[src/rtl/pipe_pkg.sv]
// Shared encodings for the ID-stage control unit: opcodes, funcs, ALU ops,
// PC/forwarding selects and the ID/EX control payload.
package pipe_pkg;

  localparam int unsigned OP_W   = 6;
  localparam int unsigned FN_W   = 6;
  localparam int unsigned ALUC_W = 4;

  localparam logic [OP_W-1:0] OP_RTYPE = 6'b000000, OP_J    = 6'b000010,
                              OP_JAL   = 6'b000011, OP_BEQ  = 6'b000100,
                              OP_BNE   = 6'b000101, OP_ADDI = 6'b001000,
                              OP_ANDI  = 6'b001100, OP_ORI  = 6'b001101,
                              OP_XORI  = 6'b001110, OP_LUI  = 6'b001111,
                              OP_LW    = 6'b100011, OP_SW   = 6'b101011;

  localparam logic [FN_W-1:0] FN_SLL = 6'b000000, FN_SRL = 6'b000010,
                              FN_SRA = 6'b000011, FN_JR  = 6'b001000,
                              FN_MUL = 6'b011000, FN_ADD = 6'b100000,
                              FN_SUB = 6'b100010, FN_AND = 6'b100100,
                              FN_OR  = 6'b100101, FN_XOR = 6'b100110,
                              FN_CNT = 6'b100111;

  typedef enum logic [ALUC_W-1:0] {
    ALUC_ADD = 4'b0000, ALUC_AND = 4'b0001, ALUC_XOR = 4'b0010,
    ALUC_SLL = 4'b0011, ALUC_SUB = 4'b0100, ALUC_OR  = 4'b0101,
    ALUC_LUI = 4'b0110, ALUC_SRL = 4'b0111, ALUC_CNT = 4'b1000,
    ALUC_MUL = 4'b1011, ALUC_SRA = 4'b1111
  } aluc_e;

  typedef enum logic [1:0] {PC_SEQ = 2'b00, PC_BR = 2'b01, PC_JR = 2'b10, PC_JMP = 2'b11} pcsel_e;

  typedef enum logic [1:0] {FWD_REG = 2'b00, FWD_EXE = 2'b01, FWD_MEM = 2'b10, FWD_LOAD = 2'b11} fwd_e;

  typedef enum logic {MUL_IDLE = 1'b0, MUL_BUSY = 1'b1} mul_state_e;

  // Control bundle carried from ID into EX.
  typedef struct packed {
    logic  wreg;
    logic  m2reg;
    logic  wmem;
    logic  jal;
    logic  aluimm;
    logic  shift;
    aluc_e aluc;
  } ex_ctrl_t;

endpackage

[src/rtl/pipe_ctrl_unit_if.sv]
// Datapath <-> control-unit bundle: ID fields and MEM hazard info in,
// PC/forwarding selects and registered EX controls out.
interface pipe_ctrl_unit_if
  import pipe_pkg::*;
#(
  parameter int unsigned RA_W = 5
);

  logic [OP_W-1:0] op;
  logic [FN_W-1:0] func;
  logic [RA_W-1:0] rs, rt, rd;
  logic            rsrtequ;
  logic            mwreg, mm2reg;
  logic [RA_W-1:0] mrn;

  pcsel_e            pcsource;
  logic              wpcir, jwait;
  fwd_e              fwda, fwdb;
  logic              regrt, sext;
  logic              ewreg, em2reg, ewmem, ejal, ealuimm, eshift;
  logic [ALUC_W-1:0] ealuc;
  logic [RA_W-1:0]   ern;
  logic              estall;

  modport master (
    output op, func, rs, rt, rd, rsrtequ, mwreg, mm2reg, mrn,
    input  pcsource, wpcir, jwait, fwda, fwdb, regrt, sext,
           ewreg, em2reg, ewmem, ejal, ealuimm, eshift, ealuc, ern, estall
  );

  modport slave (
    input  op, func, rs, rt, rd, rsrtequ, mwreg, mm2reg, mrn,
    output pcsource, wpcir, jwait, fwda, fwdb, regrt, sext,
           ewreg, em2reg, ewmem, ejal, ealuimm, eshift, ealuc, ern, estall
  );

endinterface

[src/rtl/pipe_fwd_sel.sv]
// Single-operand forwarding comparator; EX match beats MEM match, r0 never forwards.
module pipe_fwd_sel
  import pipe_pkg::*;
#(
  parameter int unsigned RA_W = 5
) (
  input  logic [RA_W-1:0] src,
  input  logic            ex_en,
  input  logic            ewreg,
  input  logic            em2reg,
  input  logic [RA_W-1:0] ern,
  input  logic            mwreg,
  input  logic            mm2reg,
  input  logic [RA_W-1:0] mrn,
  output fwd_e            fwd_c
);

  always_comb begin
    fwd_c = FWD_REG;
    if (ex_en && ewreg && !em2reg && (ern != '0) && (ern == src)) begin
      fwd_c = FWD_EXE;
    end else if (mwreg && (mrn != '0) && (mrn == src)) begin
      fwd_c = mm2reg ? FWD_LOAD : FWD_MEM;
    end
  end

endmodule

[src/rtl/pipe_ctrl_unit.sv]
// ID-stage decode, hazard detection and ID/EX control register.
// Define CU_MUL_EN to add the multi-cycle mul instruction and its EX-occupancy FSM.
module pipe_ctrl_unit
  import pipe_pkg::*;
#(
  parameter int unsigned RA_W       = 5,
  parameter int unsigned MUL_CYCLES = 4
) (
  input logic             clock,
  input logic             resetn,
  pipe_ctrl_unit_if.slave bus
);

  ex_ctrl_t        id_ctrl, ex_d, ex_q;
  logic [RA_W-1:0] dest, ern_q;
  logic            regrt, sext, uses_rs, uses_rt;
  logic            is_j, is_jal, is_jr, is_beq, is_bne;
  logic            load_use, bubble, squash_q, estall, ex_fwd_en, jwait;
  pcsel_e          pcsel;
`ifdef CU_MUL_EN
  logic            id_mul;
`endif

  // The mul counter cannot express occupancies below two cycles.
  if (MUL_CYCLES < 2) begin : g_mul_cycles_invalid
  end

  // Instruction decode.
  always_comb begin
    id_ctrl = '0;
    regrt   = 1'b0;
    sext    = 1'b0;
    uses_rs = 1'b0;
    uses_rt = 1'b0;
    is_j    = 1'b0;
    is_jal  = 1'b0;
    is_jr   = 1'b0;
    is_beq  = 1'b0;
    is_bne  = 1'b0;
`ifdef CU_MUL_EN
    id_mul  = 1'b0;
`endif
    case (bus.op)
      OP_RTYPE: begin
        uses_rs      = 1'b1;
        uses_rt      = 1'b1;
        id_ctrl.wreg = 1'b1;
        case (bus.func)
          FN_ADD: id_ctrl.aluc = ALUC_ADD;
          FN_SUB: id_ctrl.aluc = ALUC_SUB;
          FN_AND: id_ctrl.aluc = ALUC_AND;
          FN_OR:  id_ctrl.aluc = ALUC_OR;
          FN_XOR: id_ctrl.aluc = ALUC_XOR;
          FN_CNT: id_ctrl.aluc = ALUC_CNT;
          FN_SLL: begin id_ctrl.aluc = ALUC_SLL; id_ctrl.shift = 1'b1; uses_rs = 1'b0; end
          FN_SRL: begin id_ctrl.aluc = ALUC_SRL; id_ctrl.shift = 1'b1; uses_rs = 1'b0; end
          FN_SRA: begin id_ctrl.aluc = ALUC_SRA; id_ctrl.shift = 1'b1; uses_rs = 1'b0; end
          FN_JR:  begin id_ctrl.wreg = 1'b0; is_jr = 1'b1; end
`ifdef CU_MUL_EN
          FN_MUL: begin id_ctrl.aluc = ALUC_MUL; id_mul = 1'b1; end
`endif
          default: begin id_ctrl.wreg = 1'b0; uses_rs = 1'b0; uses_rt = 1'b0; end
        endcase
      end
      OP_ADDI, OP_ANDI, OP_ORI, OP_XORI: begin
        id_ctrl.wreg   = 1'b1;
        id_ctrl.aluimm = 1'b1;
        regrt          = 1'b1;
        uses_rs        = 1'b1;
        sext           = (bus.op == OP_ADDI);
        id_ctrl.aluc   = (bus.op == OP_ANDI) ? ALUC_AND :
                         (bus.op == OP_ORI)  ? ALUC_OR  :
                         (bus.op == OP_XORI) ? ALUC_XOR : ALUC_ADD;
      end
      OP_LW: begin
        id_ctrl.wreg   = 1'b1;
        id_ctrl.m2reg  = 1'b1;
        id_ctrl.aluimm = 1'b1;
        regrt          = 1'b1;
        sext           = 1'b1;
        uses_rs        = 1'b1;
      end
      OP_SW: begin
        id_ctrl.wmem   = 1'b1;
        id_ctrl.aluimm = 1'b1;
        sext           = 1'b1;
        uses_rs        = 1'b1;
        uses_rt        = 1'b1;
      end
      OP_BEQ, OP_BNE: begin
        id_ctrl.aluc = ALUC_SUB;
        sext         = 1'b1;
        uses_rs      = 1'b1;
        uses_rt      = 1'b1;
        is_beq       = (bus.op == OP_BEQ);
        is_bne       = (bus.op == OP_BNE);
      end
      OP_LUI: begin
        id_ctrl.wreg   = 1'b1;
        id_ctrl.aluimm = 1'b1;
        id_ctrl.aluc   = ALUC_LUI;
        regrt          = 1'b1;
      end
      OP_J: is_j = 1'b1;
      OP_JAL: begin
        id_ctrl.wreg = 1'b1;
        id_ctrl.jal  = 1'b1;
        is_jal       = 1'b1;
      end
      default: ;
    endcase
  end

  assign dest = regrt ? bus.rt : (id_ctrl.jal ? '1 : bus.rd);

  assign load_use = ex_q.wreg && ex_q.m2reg && (ern_q != '0) &&
                    ((uses_rs && (ern_q == bus.rs)) || (uses_rt && (ern_q == bus.rt)));
  assign bubble   = load_use || squash_q;

  // Control transfer resolves only when nothing older is stalling ID.
  always_comb begin
    pcsel = PC_SEQ;
    if (!estall && !load_use && !squash_q) begin
      if (is_j || is_jal)                                      pcsel = PC_JMP;
      else if (is_jr)                                          pcsel = PC_JR;
      else if ((is_beq && bus.rsrtequ) || (is_bne && !bus.rsrtequ)) pcsel = PC_BR;
    end
  end

  assign jwait = (pcsel != PC_SEQ);

  always_comb begin
    ex_d = id_ctrl;
    if (bubble) begin
      ex_d.wreg  = 1'b0;
      ex_d.m2reg = 1'b0;
      ex_d.wmem  = 1'b0;
      ex_d.jal   = 1'b0;
    end
  end

  // ID/EX control register and squash flag; both freeze while EX is occupied.
  always_ff @(posedge clock or negedge resetn) begin
    if (!resetn) begin
      ex_q     <= '0;
      ern_q    <= '0;
      squash_q <= 1'b0;
    end else if (!estall) begin
      ex_q  <= ex_d;
      ern_q <= dest;
      if (!load_use) squash_q <= jwait;
    end
  end

`ifdef CU_MUL_EN
  localparam int unsigned CNT_W = $clog2(MUL_CYCLES);

  mul_state_e       state_q, state_d;
  logic [CNT_W-1:0] cnt_q, cnt_d;

  always_ff @(posedge clock or negedge resetn) begin
    if (!resetn) begin
      state_q <= MUL_IDLE;
      cnt_q   <= '0;
    end else begin
      state_q <= state_d;
      cnt_q   <= cnt_d;
    end
  end

  // BUSY covers the MUL_CYCLES-1 cycles after mul is loaded into EX.
  always_comb begin
    state_d = state_q;
    cnt_d   = cnt_q;
    case (state_q)
      MUL_IDLE: begin
        if (id_mul && !bubble) begin
          state_d = MUL_BUSY;
          cnt_d   = CNT_W'(MUL_CYCLES - 1);
        end
      end
      MUL_BUSY: begin
        cnt_d = cnt_q - CNT_W'(1);
        if (cnt_q == CNT_W'(1)) state_d = MUL_IDLE;
      end
      default: state_d = MUL_IDLE;
    endcase
  end

  assign estall    = (state_q == MUL_BUSY);
  assign ex_fwd_en = !estall;
`else
  assign estall    = 1'b0;
  assign ex_fwd_en = 1'b1;
`endif

  pipe_fwd_sel #(.RA_W(RA_W)) u_fwd_rs (
    .src(bus.rs), .ex_en(ex_fwd_en), .ewreg(ex_q.wreg), .em2reg(ex_q.m2reg), .ern(ern_q),
    .mwreg(bus.mwreg), .mm2reg(bus.mm2reg), .mrn(bus.mrn), .fwd_c(bus.fwda)
  );

  pipe_fwd_sel #(.RA_W(RA_W)) u_fwd_rt (
    .src(bus.rt), .ex_en(ex_fwd_en), .ewreg(ex_q.wreg), .em2reg(ex_q.m2reg), .ern(ern_q),
    .mwreg(bus.mwreg), .mm2reg(bus.mm2reg), .mrn(bus.mrn), .fwd_c(bus.fwdb)
  );

  assign bus.pcsource = pcsel;
  assign bus.jwait    = jwait;
  assign bus.wpcir    = !(estall || load_use);
  assign bus.regrt    = regrt;
  assign bus.sext     = sext;
  assign bus.ewreg    = ex_q.wreg;
  assign bus.em2reg   = ex_q.m2reg;
  assign bus.ewmem    = ex_q.wmem;
  assign bus.ejal     = ex_q.jal;
  assign bus.ealuimm  = ex_q.aluimm;
  assign bus.eshift   = ex_q.shift;
  assign bus.ealuc    = ex_q.aluc;
  assign bus.ern      = ern_q;
  assign bus.estall   = estall;

endmodule

[src/flat_wrapper.sv]
// flat-port wrapper written by rule: the top's interface ports become plain ports
module pipe_ctrl_unit_flat import pipe_pkg::*;
#(
  parameter int unsigned RA_W       = 5,
  parameter int unsigned MUL_CYCLES = 4
)
  (clock, resetn, bus_op, bus_func, bus_rs, bus_rt, bus_rd, bus_rsrtequ, bus_mwreg, bus_mm2reg, bus_mrn, bus_pcsource, bus_wpcir, bus_jwait, bus_fwda, bus_fwdb, bus_regrt, bus_sext, bus_ewreg, bus_em2reg, bus_ewmem, bus_ejal, bus_ealuimm, bus_eshift, bus_ealuc, bus_ern, bus_estall);
  pipe_ctrl_unit_if #(.RA_W(RA_W)) bus_i ();
  input logic clock;
  input logic resetn;
  input wire logic [$bits(bus_i.op)-1:0] bus_op;
  input wire logic [$bits(bus_i.func)-1:0] bus_func;
  input wire logic [$bits(bus_i.rs)-1:0] bus_rs;
  input wire logic [$bits(bus_i.rt)-1:0] bus_rt;
  input wire logic [$bits(bus_i.rd)-1:0] bus_rd;
  input wire logic [$bits(bus_i.rsrtequ)-1:0] bus_rsrtequ;
  input wire logic [$bits(bus_i.mwreg)-1:0] bus_mwreg;
  input wire logic [$bits(bus_i.mm2reg)-1:0] bus_mm2reg;
  input wire logic [$bits(bus_i.mrn)-1:0] bus_mrn;
  output wire logic [$bits(bus_i.pcsource)-1:0] bus_pcsource;
  output wire logic [$bits(bus_i.wpcir)-1:0] bus_wpcir;
  output wire logic [$bits(bus_i.jwait)-1:0] bus_jwait;
  output wire logic [$bits(bus_i.fwda)-1:0] bus_fwda;
  output wire logic [$bits(bus_i.fwdb)-1:0] bus_fwdb;
  output wire logic [$bits(bus_i.regrt)-1:0] bus_regrt;
  output wire logic [$bits(bus_i.sext)-1:0] bus_sext;
  output wire logic [$bits(bus_i.ewreg)-1:0] bus_ewreg;
  output wire logic [$bits(bus_i.em2reg)-1:0] bus_em2reg;
  output wire logic [$bits(bus_i.ewmem)-1:0] bus_ewmem;
  output wire logic [$bits(bus_i.ejal)-1:0] bus_ejal;
  output wire logic [$bits(bus_i.ealuimm)-1:0] bus_ealuimm;
  output wire logic [$bits(bus_i.eshift)-1:0] bus_eshift;
  output wire logic [$bits(bus_i.ealuc)-1:0] bus_ealuc;
  output wire logic [$bits(bus_i.ern)-1:0] bus_ern;
  output wire logic [$bits(bus_i.estall)-1:0] bus_estall;
  assign bus_i.op = bus_op;
  assign bus_i.func = bus_func;
  assign bus_i.rs = bus_rs;
  assign bus_i.rt = bus_rt;
  assign bus_i.rd = bus_rd;
  assign bus_i.rsrtequ = bus_rsrtequ;
  assign bus_i.mwreg = bus_mwreg;
  assign bus_i.mm2reg = bus_mm2reg;
  assign bus_i.mrn = bus_mrn;
  assign bus_pcsource = bus_i.pcsource;
  assign bus_wpcir = bus_i.wpcir;
  assign bus_jwait = bus_i.jwait;
  assign bus_fwda = bus_i.fwda;
  assign bus_fwdb = bus_i.fwdb;
  assign bus_regrt = bus_i.regrt;
  assign bus_sext = bus_i.sext;
  assign bus_ewreg = bus_i.ewreg;
  assign bus_em2reg = bus_i.em2reg;
  assign bus_ewmem = bus_i.ewmem;
  assign bus_ejal = bus_i.ejal;
  assign bus_ealuimm = bus_i.ealuimm;
  assign bus_eshift = bus_i.eshift;
  assign bus_ealuc = bus_i.ealuc;
  assign bus_ern = bus_i.ern;
  assign bus_estall = bus_i.estall;
  pipe_ctrl_unit #(.RA_W(RA_W), .MUL_CYCLES(MUL_CYCLES)) u_core (.clock(clock), .resetn(resetn), .bus(bus_i));
endmodule
[config.mk]
export PLATFORM = sky130hd
export DESIGN_NAME = pipe_ctrl_unit_flat
export DESIGN_NICKNAME = d
export VERILOG_FILES = /design/src/rtl/pipe_pkg.sv /design/src/rtl/pipe_ctrl_unit_if.sv /design/src/rtl/pipe_fwd_sel.sv /design/src/rtl/pipe_ctrl_unit.sv /design/src/flat_wrapper.sv
export SDC_FILE = /design/constraint.sdc
export NUM_CORES = 1
export LEC_CHECK = 0
export ABC_AREA = 1
export CORE_ASPECT_RATIO = 1.2
export CORE_MARGIN = 3
export CORE_UTILIZATION = 34
export CTS_BUF_LIST = sky130_fd_sc_hd__clkbuf_8
export DETAILED_ROUTE_END_ITERATION = 12
export GPL_ROUTABILITY_DRIVEN = 1
export PLACE_DENSITY = 0.65
export SKIP_LAST_GASP = 1
export SYNTH_ARGS = -nofsm -noshare
export SYNTH_HDL_FRONTEND = slang
export SYNTH_SLANG_ARGS = --single-unit
export TNS_END_PERCENT = 5
[constraint.sdc]
create_clock -name clock -period 2.1 [get_ports clock]
set_input_delay 0.21 -clock clock [delete_from_list [all_inputs] [get_ports clock]]
set_output_delay 0.21 -clock clock [all_outputs]
set_load 0.05 [all_outputs]
==> flow_metrics.env, run 1 <==
export IMPL_seq_area_frac_synth_pct=29.5
export IMPL_whs_ns=0.329
export IMPL_p_per_area_nw_per_um2=405
export IMPL_synth_enable_flop_cells=0
export IMPL_final_util_pct=61.9
export IMPL_n_antenna_cell=0
export IMPL_ir_worst_vdd_uv=146
export IMPL_dpl_cell_count=319
export IMPL_grt_max_degree=17
export IMPL_p_int_w=0.000642
export IMPL_viasPerCell=4.61
export IMPL_port_buffers=61
export IMPL_synth_most_common_cell="nand2_1"
export IMPL_crit_fanout=5
export IMPL_max_cap_viol_count=0
export IMPL_synth_fp_nets=232
export IMPL_cts_tree="done"
export IMPL_h_tree_depth=1
export IMPL_rsz0062_at_grt="yes"
export IMPL_p_clk_share_pct=27.6
export IMPL_drive_gt1_share_pct=22.1
export IMPL_multi_input_area_um2=856
export IMPL_first_pass_iters=4
export IMPL_grt_pass1_wl_um=6190
export IMPL_synth_xor_area_share_pct=11.6
export IMPL_tightestPinTransition_ns=0.685
export IMPL_maxSlewHeadroom_pct=54.2
export IMPL_wirelength_um=3730
export IMPL_drc=0
export IMPL_synth_main_ff_cell="dfrtp_1"
export IMPL_synth_area_mux_share_pct=0
export IMPL_ff_latch_area_um2=400
export IMPL_cts_root_buf="clkbuf_8"
export IMPL_min_path_type="input pin to flop"
export IMPL_p_sw_share_pct=31.2
export IMPL_synth_fa_ha_area_share_pct=0
export IMPL_antenna_found_initial=0
export IMPL_syn_inst=195
export IMPL_synth_compound_area_share_pct=10.1
export IMPL_hpwl_um=3200
export IMPL_yosysWarnings=0
export IMPL_drt_iter0_markers=64
export IMPL_worstPathRequired_ns=1.89
export IMPL_synth_commonest_cells="nand2_1, inv_1, nor2_1"
export IMPL_fin_cells=323
export IMPL_setup_tns_ns=0
export IMPL_min_to="u_core.bus.ealuc[3]"
export IMPL_period_minus_slack_ns=2.07
export IMPL_hp_start="bus_func[0]"
export IMPL_die_area_um2=4790
export IMPL_clk_pin_slew_ns=0.06
export IMPL_chipHeight_um=75.2
export IMPL_setup_worst_path_class="input pin to output pin"
export IMPL_ys_types=29
export IMPL_synth_top_family_by_area="simple AND/OR/NAND/NOR gates"
export IMPL_fin_crit_sh_pct=98.4
export IMPL_critPathLaunchType="input pin"
export IMPL_yosys_area_share_simple_pct=38.2
export IMPL_yosysTopAreaCell="dfrtp_1"
export IMPL_cp_end_kind="output pin"
export IMPL_nFillCells=366
export IMPL_cts_made_buffers=3
export IMPL_wl_per_cell_um=11.6
export IMPL_synth_seq_cells=16
export IMPL_worstHoldPathCells=3
export IMPL_combinationalPowerShare_pct=36.7
export IMPL_grt_overflow=0
export IMPL_cts_sinks=16
export IMPL_async_reset_ff_share_pct=100
export IMPL_final_area_um2=2300
export IMPL_final_nets=309
export IMPL_finalHoldViolCount=0
export IMPL_crit_reg2reg_launch="u_core.bus.ern[4]"
export IMPL_io_pins=63
export IMPL_finalSetupViolCount=0
export IMPL_arrival_ns=1.86
export IMPL_grt_pass1_vias=1430
export IMPL_syn_to_final_growth_pct=69.8
export IMPL_die_x_um=63.7
export IMPL_postPlaceCellArea_um2=2200
export IMPL_power_leakage_nw=1.13
export IMPL_route_vias_total=1490
export IMPL_core_rowCount=24
export IMPL_synth_top_area_share_pct=29.5
export IMPL_r2r_end="u_core.bus.em2reg"
export IMPL_synth_area_top_cells="dfrtp_1, nand2_1, inv_1"
export IMPL_syn_avg_cell_area_um2=6.96
export IMPL_outcome="finished, final reports clean"
export IMPL_start_util_pct=36.5
export IMPL_r2r_cells=9
export IMPL_fmax_mhz=484
export IMPL_finalClockSkew_ns=0.00219
export IMPL_cts_setup_buffers=0
export IMPL_grt_use_total_pct=15.9
export IMPL_core_area_um2=3720
export IMPL_maxSlewViolCount=0
export IMPL_p_seq_share_pct=35.6
export IMPL_clk_latency_ns=0.24
export IMPL_switchingPower_w=0.000292
export IMPL_cts_root_to_sink_buffers=2
export IMPL_place_gp_congestion=0.875
export IMPL_rrSetupSlack_ns=0.54
export IMPL_syn_area_um2=1360
export IMPL_ant_nets=0
-- state kept, by name, summed over array words and instances (netlist names) --
name / count
u_core.bus.em2reg: 1
u_core.bus.ern: 5
u_core.bus.ewreg: 1
u_core.bus.ealuc: 4
u_core.bus.ewmem: 1
u_core.bus.eshift: 1
u_core.bus.ealuimm: 1
u_core.squash_q: 1
u_core.bus.ejal: 1
-- critical path, cell delays in order --
cell and delay [ns]:
clkdlybuf4s50_1 0.46, nor2_4 0.20, inv_2 0.10, nor2_4 0.16, inv_1 0.07, nor2_1 0.14, inv_1 0.05, nand2_1 0.09
inv_1 0.06, nor2_2 0.16, buf_12 0.15
-- worst max path at each step --
stage,cells past startpoint,end,slack [ns],start
final,11,bus_pcsource[1],0.03,bus_op[4]
after global routing,12,bus_jwait,-0.08,bus_op[2]
after CTS,11,bus_jwait,0.005,bus_rs[1]
after detailed placement,10,bus_jwait,-0.0002,bus_rt[2]
after global placement,15,bus_jwait,-0.0002,bus_func[1]
after floorplan,6,bus_fwda[1],-0.04,u_core.bus.ern[2]
-- power groups by stage --
stage / logic, W / registers [W] / clock network (W)
2_1_floorplan: 0.000127 / 0.000379 / 0
3_3_place_gp: 0.000336 / 0.000338 / 0
3_5_place_dp: 0.000337 / 0.000338 / 0
4_1_cts: 0.000340 / 0.000333 / 0.000267
5_1_grt: 0.000369 / 0.000334 / 0.000283
6_report: 0.000343 / 0.000333 / 0.000258
-- what timing repair did --
item / CTS / global route
pin swaps: 0 / 1
endpoints found under the setup margin: 1 / 6
hold endpoints to repair: 0 / 0
gates resized for setup: 2 / 13
hold buffers: 0 / 0
-- per-stage QoR --
stage / total power [W] / setup slack, ns
detailed placement: 0.000675 / -0.000242
finish: 0.000934 / 0.0343
floorplan: 0.000505 / -0.0383
global placement: 0.000674 / -0.000231
CTS: 0.000940 / 0.00543
global route: 0.000987 / -0.0801
-- cells by family after synthesis --
kind of cell	Yosys count
buffers and inverters	36
other	1
XOR/XNOR	18
flip-flops	16
AND/OR/NAND/NOR	103
AO/OA/AOI/OAI	21
-- per-layer routing --
metal	vias up	GRT usage, %	wire length [µm]	part of all wire (%)
met5	-	0	0	0
met4	0	3.60	25	0.67
met3	4	2.24	244	6.5
met2	56	30.6	1920	51
met1	662	18.9	1550	41
li1	768	-	-	-
-- cell type report --
type	count	area share, %
clock buffers	4	2.39
repair buffers	73	34.6
flip-flops and latches	16	17.4
multi-input cells	143	37.1
inverters	35	5.70
well taps	52	2.82
-- cell usage in the layout (no fill, tap or decap), types with 3 or more instances in the layout --
master and instances:
a21oi_1 6, buf_12 9, buf_4 13, clkbuf_8 4, clkdlybuf4s50_1 46, dfrtp_1 16, dlymetal6s2s_1 4, inv_1 30
inv_2 5, nand2_1 35, nand3_1 14, nand3_2 6, nand4_1 3, nor2_1 20, nor2_2 9, nor2_4 4
o21ai_0 6, xnor2_1 5, xor2_1 13
(Power assumes the default switching activity.)
==> run 2, diff against run 1 <==
Settings changed: CORE_UTILIZATION 34 to 46, PLACE_DENSITY 0.65 to 0.85, SLEW_MARGIN from default to 20.
==> run 2 against run 1 <==
Net effect:
- worst hold slack worse by 0.045 ns
- combinational power up 4%
- routed wire length up 15%
- sequential share of layout area down 0.19 points
- the run now ends with setup timing left
- flip-flop and latch count unchanged
- clock power down 13%
- via count up 8.7%
- die area down 24%
- non-clock buffer count up 5
- register-to-register slack worse by 0.10 ns
- critical path depth down 5
- largest cell class unchanged
- clock-buffer cell count down 1
- highest routed layer unchanged
==> flow_metrics.env, run 2 (synthesized netlist as in run 1, its figures left out) <==
export IMPL_finalSetupViolCount=1
export IMPL_final_common_cell="clkdlybuf4s50_1"
export IMPL_crit_path_max_incr_delay_ns=0.50
export IMPL_largest_register_ffs=5
export IMPL_first_pass_iters=4
export IMPL_drt_iter0_markers=64
export IMPL_die_area_um2=3640
export IMPL_drive_gt1_share_pct=23.3
export IMPL_start_util_pct=50.7
export IMPL_max_cap_viol_count=0
export IMPL_wl_per_cell_um=14.0
export IMPL_grt_max_degree=17
export IMPL_drc=0
export IMPL_crit_path_cell_trace="clkdlybuf4s50_1 > xor2_1 > nor4_1 > nand3_1 > a21oi_1 > buf_12"
export IMPL_rrSetupSlack_ns=0.44
export IMPL_critPathLaunchType="input pin"
export IMPL_setup_ws_ns=-0.00873
export IMPL_grt_pass1_wl_um=6550
export IMPL_hpwl_um=3240
export IMPL_n_antenna_cell=0
export IMPL_setup_worst_path_class="input pin to output pin"
export IMPL_cp_num_buf_inv=2
export IMPL_r2r_end="u_core.bus.ewmem"
export IMPL_cp_end_kind="output pin"
export IMPL_power_leakage_nw=1.24
export IMPL_grt_overflow=0
export IMPL_h_tree_depth=1
export IMPL_die_x_um=55.6
export IMPL_arrival_ns=1.90
export IMPL_core_rowCount=20
export IMPL_cts_sinks=16
export IMPL_maxSlewViolCount=0
export IMPL_antenna_found_initial=0
export IMPL_chipHeight_um=65.5
export IMPL_total_power_w=0.000913
export IMPL_worstPathRequired_ns=1.89
export IMPL_place_gp_congestion=0.958
export IMPL_wirelength_um=4300
export IMPL_whs_ns=0.285
export IMPL_fmax_mhz=474
export IMPL_cts_root_buf="clkbuf_8"
export IMPL_worstHoldPathCells=2
export IMPL_viasPerCell=5.26
export IMPL_setup_tns_ns=-0.00873
export IMPL_slowest_stage="clkdlybuf4s50_1"
export IMPL_outcome="finished with violations"
export IMPL_finalHoldViolCount=0
export IMPL_clk_latency_ns=0.25
export IMPL_min_path_type="input pin to flop"
export IMPL_port_buffers=61
export IMPL_cts_tree="done"
export IMPL_ir_worst_vdd_uv=288
export IMPL_final_util_pct=87.0
export IMPL_crit_reg2reg_launch="u_core.bus.ern[3]"
export IMPL_cts_made_buffers=3
export IMPL_cts_root_to_sink_buffers=2
export IMPL_cp_top_family="buffers and inverters"
export IMPL_tightestPinTransition_ns=0.661
export IMPL_fin_crit_sh_pct=100
export IMPL_clk_pin_slew_ns=0.06
export IMPL_core_area_um2=2680
export IMPL_maxSlewHeadroom_pct=55.8
export IMPL_grt_use_total_pct=23.0
export IMPL_crit_fanout=3
export IMPL_syn_to_final_growth_pct=71.6
export IMPL_violations="setup timing"
export IMPL_p_per_area_nw_per_um2=392
export IMPL_route_vias_total=1620
export IMPL_final_nets=314
export IMPL_r2r_cells=10
export IMPL_post_place_ws_ns=-0.0635
export IMPL_hp_start="bus_func[1]"
export IMPL_ant_nets=0
export IMPL_io_pins=63
export IMPL_ctsHoldBuffers=0
export IMPL_grt_pass1_vias=1543
export IMPL_mostFrequentLayoutCells="clkdlybuf4s50_1, nand2_1, inv_1"
export IMPL_finalClockSkew_ns=0.000596
export IMPL_min_to="u_core.bus.ealuc[0]"
export IMPL_period_minus_slack_ns=2.11
[run 2: changes by cell type in the layout (fill, tap and decap cells not counted), moves of 2 or more]
| cell | change |
|---|---|
| nor2_4 | +2 |
| buf_4 | +5 |
| dlymetal6s2s_1 | +11 |
| clkdlybuf4s50_1 | -10 |
[run 2: per-stage QoR]
stage                     cells  cell area [µm²]
after floorplan             195             1360
after global placement      297             2140
after detailed placement    297             2140
after CTS                   300             2190
after global routing        308             2330
final                       308             2330
[run 2: report_power, final]
group	switching, W	leakage [nW]	internal, W
registers	0.0000114	0.210	0.000321
logic	0.000198	1.01	0.000158
clock network	0.0000975	0.0216	0.000127
[run 2: worst max path at each step]
stage / from / end / cells after the start
floorplan: u_core.bus.ern[2] / bus_fwda[1] / 6
global placement: bus_func[1] / bus_jwait / 15
detailed placement: bus_rs[1] / bus_jwait / 12
CTS: bus_rs[1] / bus_jwait / 12
global route: bus_mrn[3] / bus_fwda[0] / 6
finish: bus_rt[3] / bus_fwdb[1] / 6
[run 2: timing repair]
item                                    CTS  global route
pin swaps                                 0             7
buffers inserted                          0             8
endpoints found under the setup margin    3             5
gates resized for setup                   1            28
hold endpoints to repair                  0             0
[run 2: metal layers]
| layer | wire, µm | GRT usage, % | vias to the layer above |
|---|---|---|---|
| met5 | 0 | 0 | - |
| li1 | - | - | 789 |
| met4 | 143 | 12.2 | 0 |
| met3 | 266 | 2.16 | 15 |
| met2 | 2300 | 45.9 | 78 |
| met1 | 1590 | 23.2 | 738 |
[run 2: area by class of cell]
class	instances	area [µm²]
Clock buffer	3	41.3
Fill cell	157	348
Inverter	35	131
Multi-Input combinational cell	143	861
Sequential cell	16	400
Tap cell	33	41.3
Timing Repair Buffer	78	855
==> run 3, diff against run 2 <==
Settings changed: HOLD_SLACK_MARGIN from default to 0.08.
==> results of run 3 <==
Same layout as run 2: the final DEF is identical, and so are final timing and power.
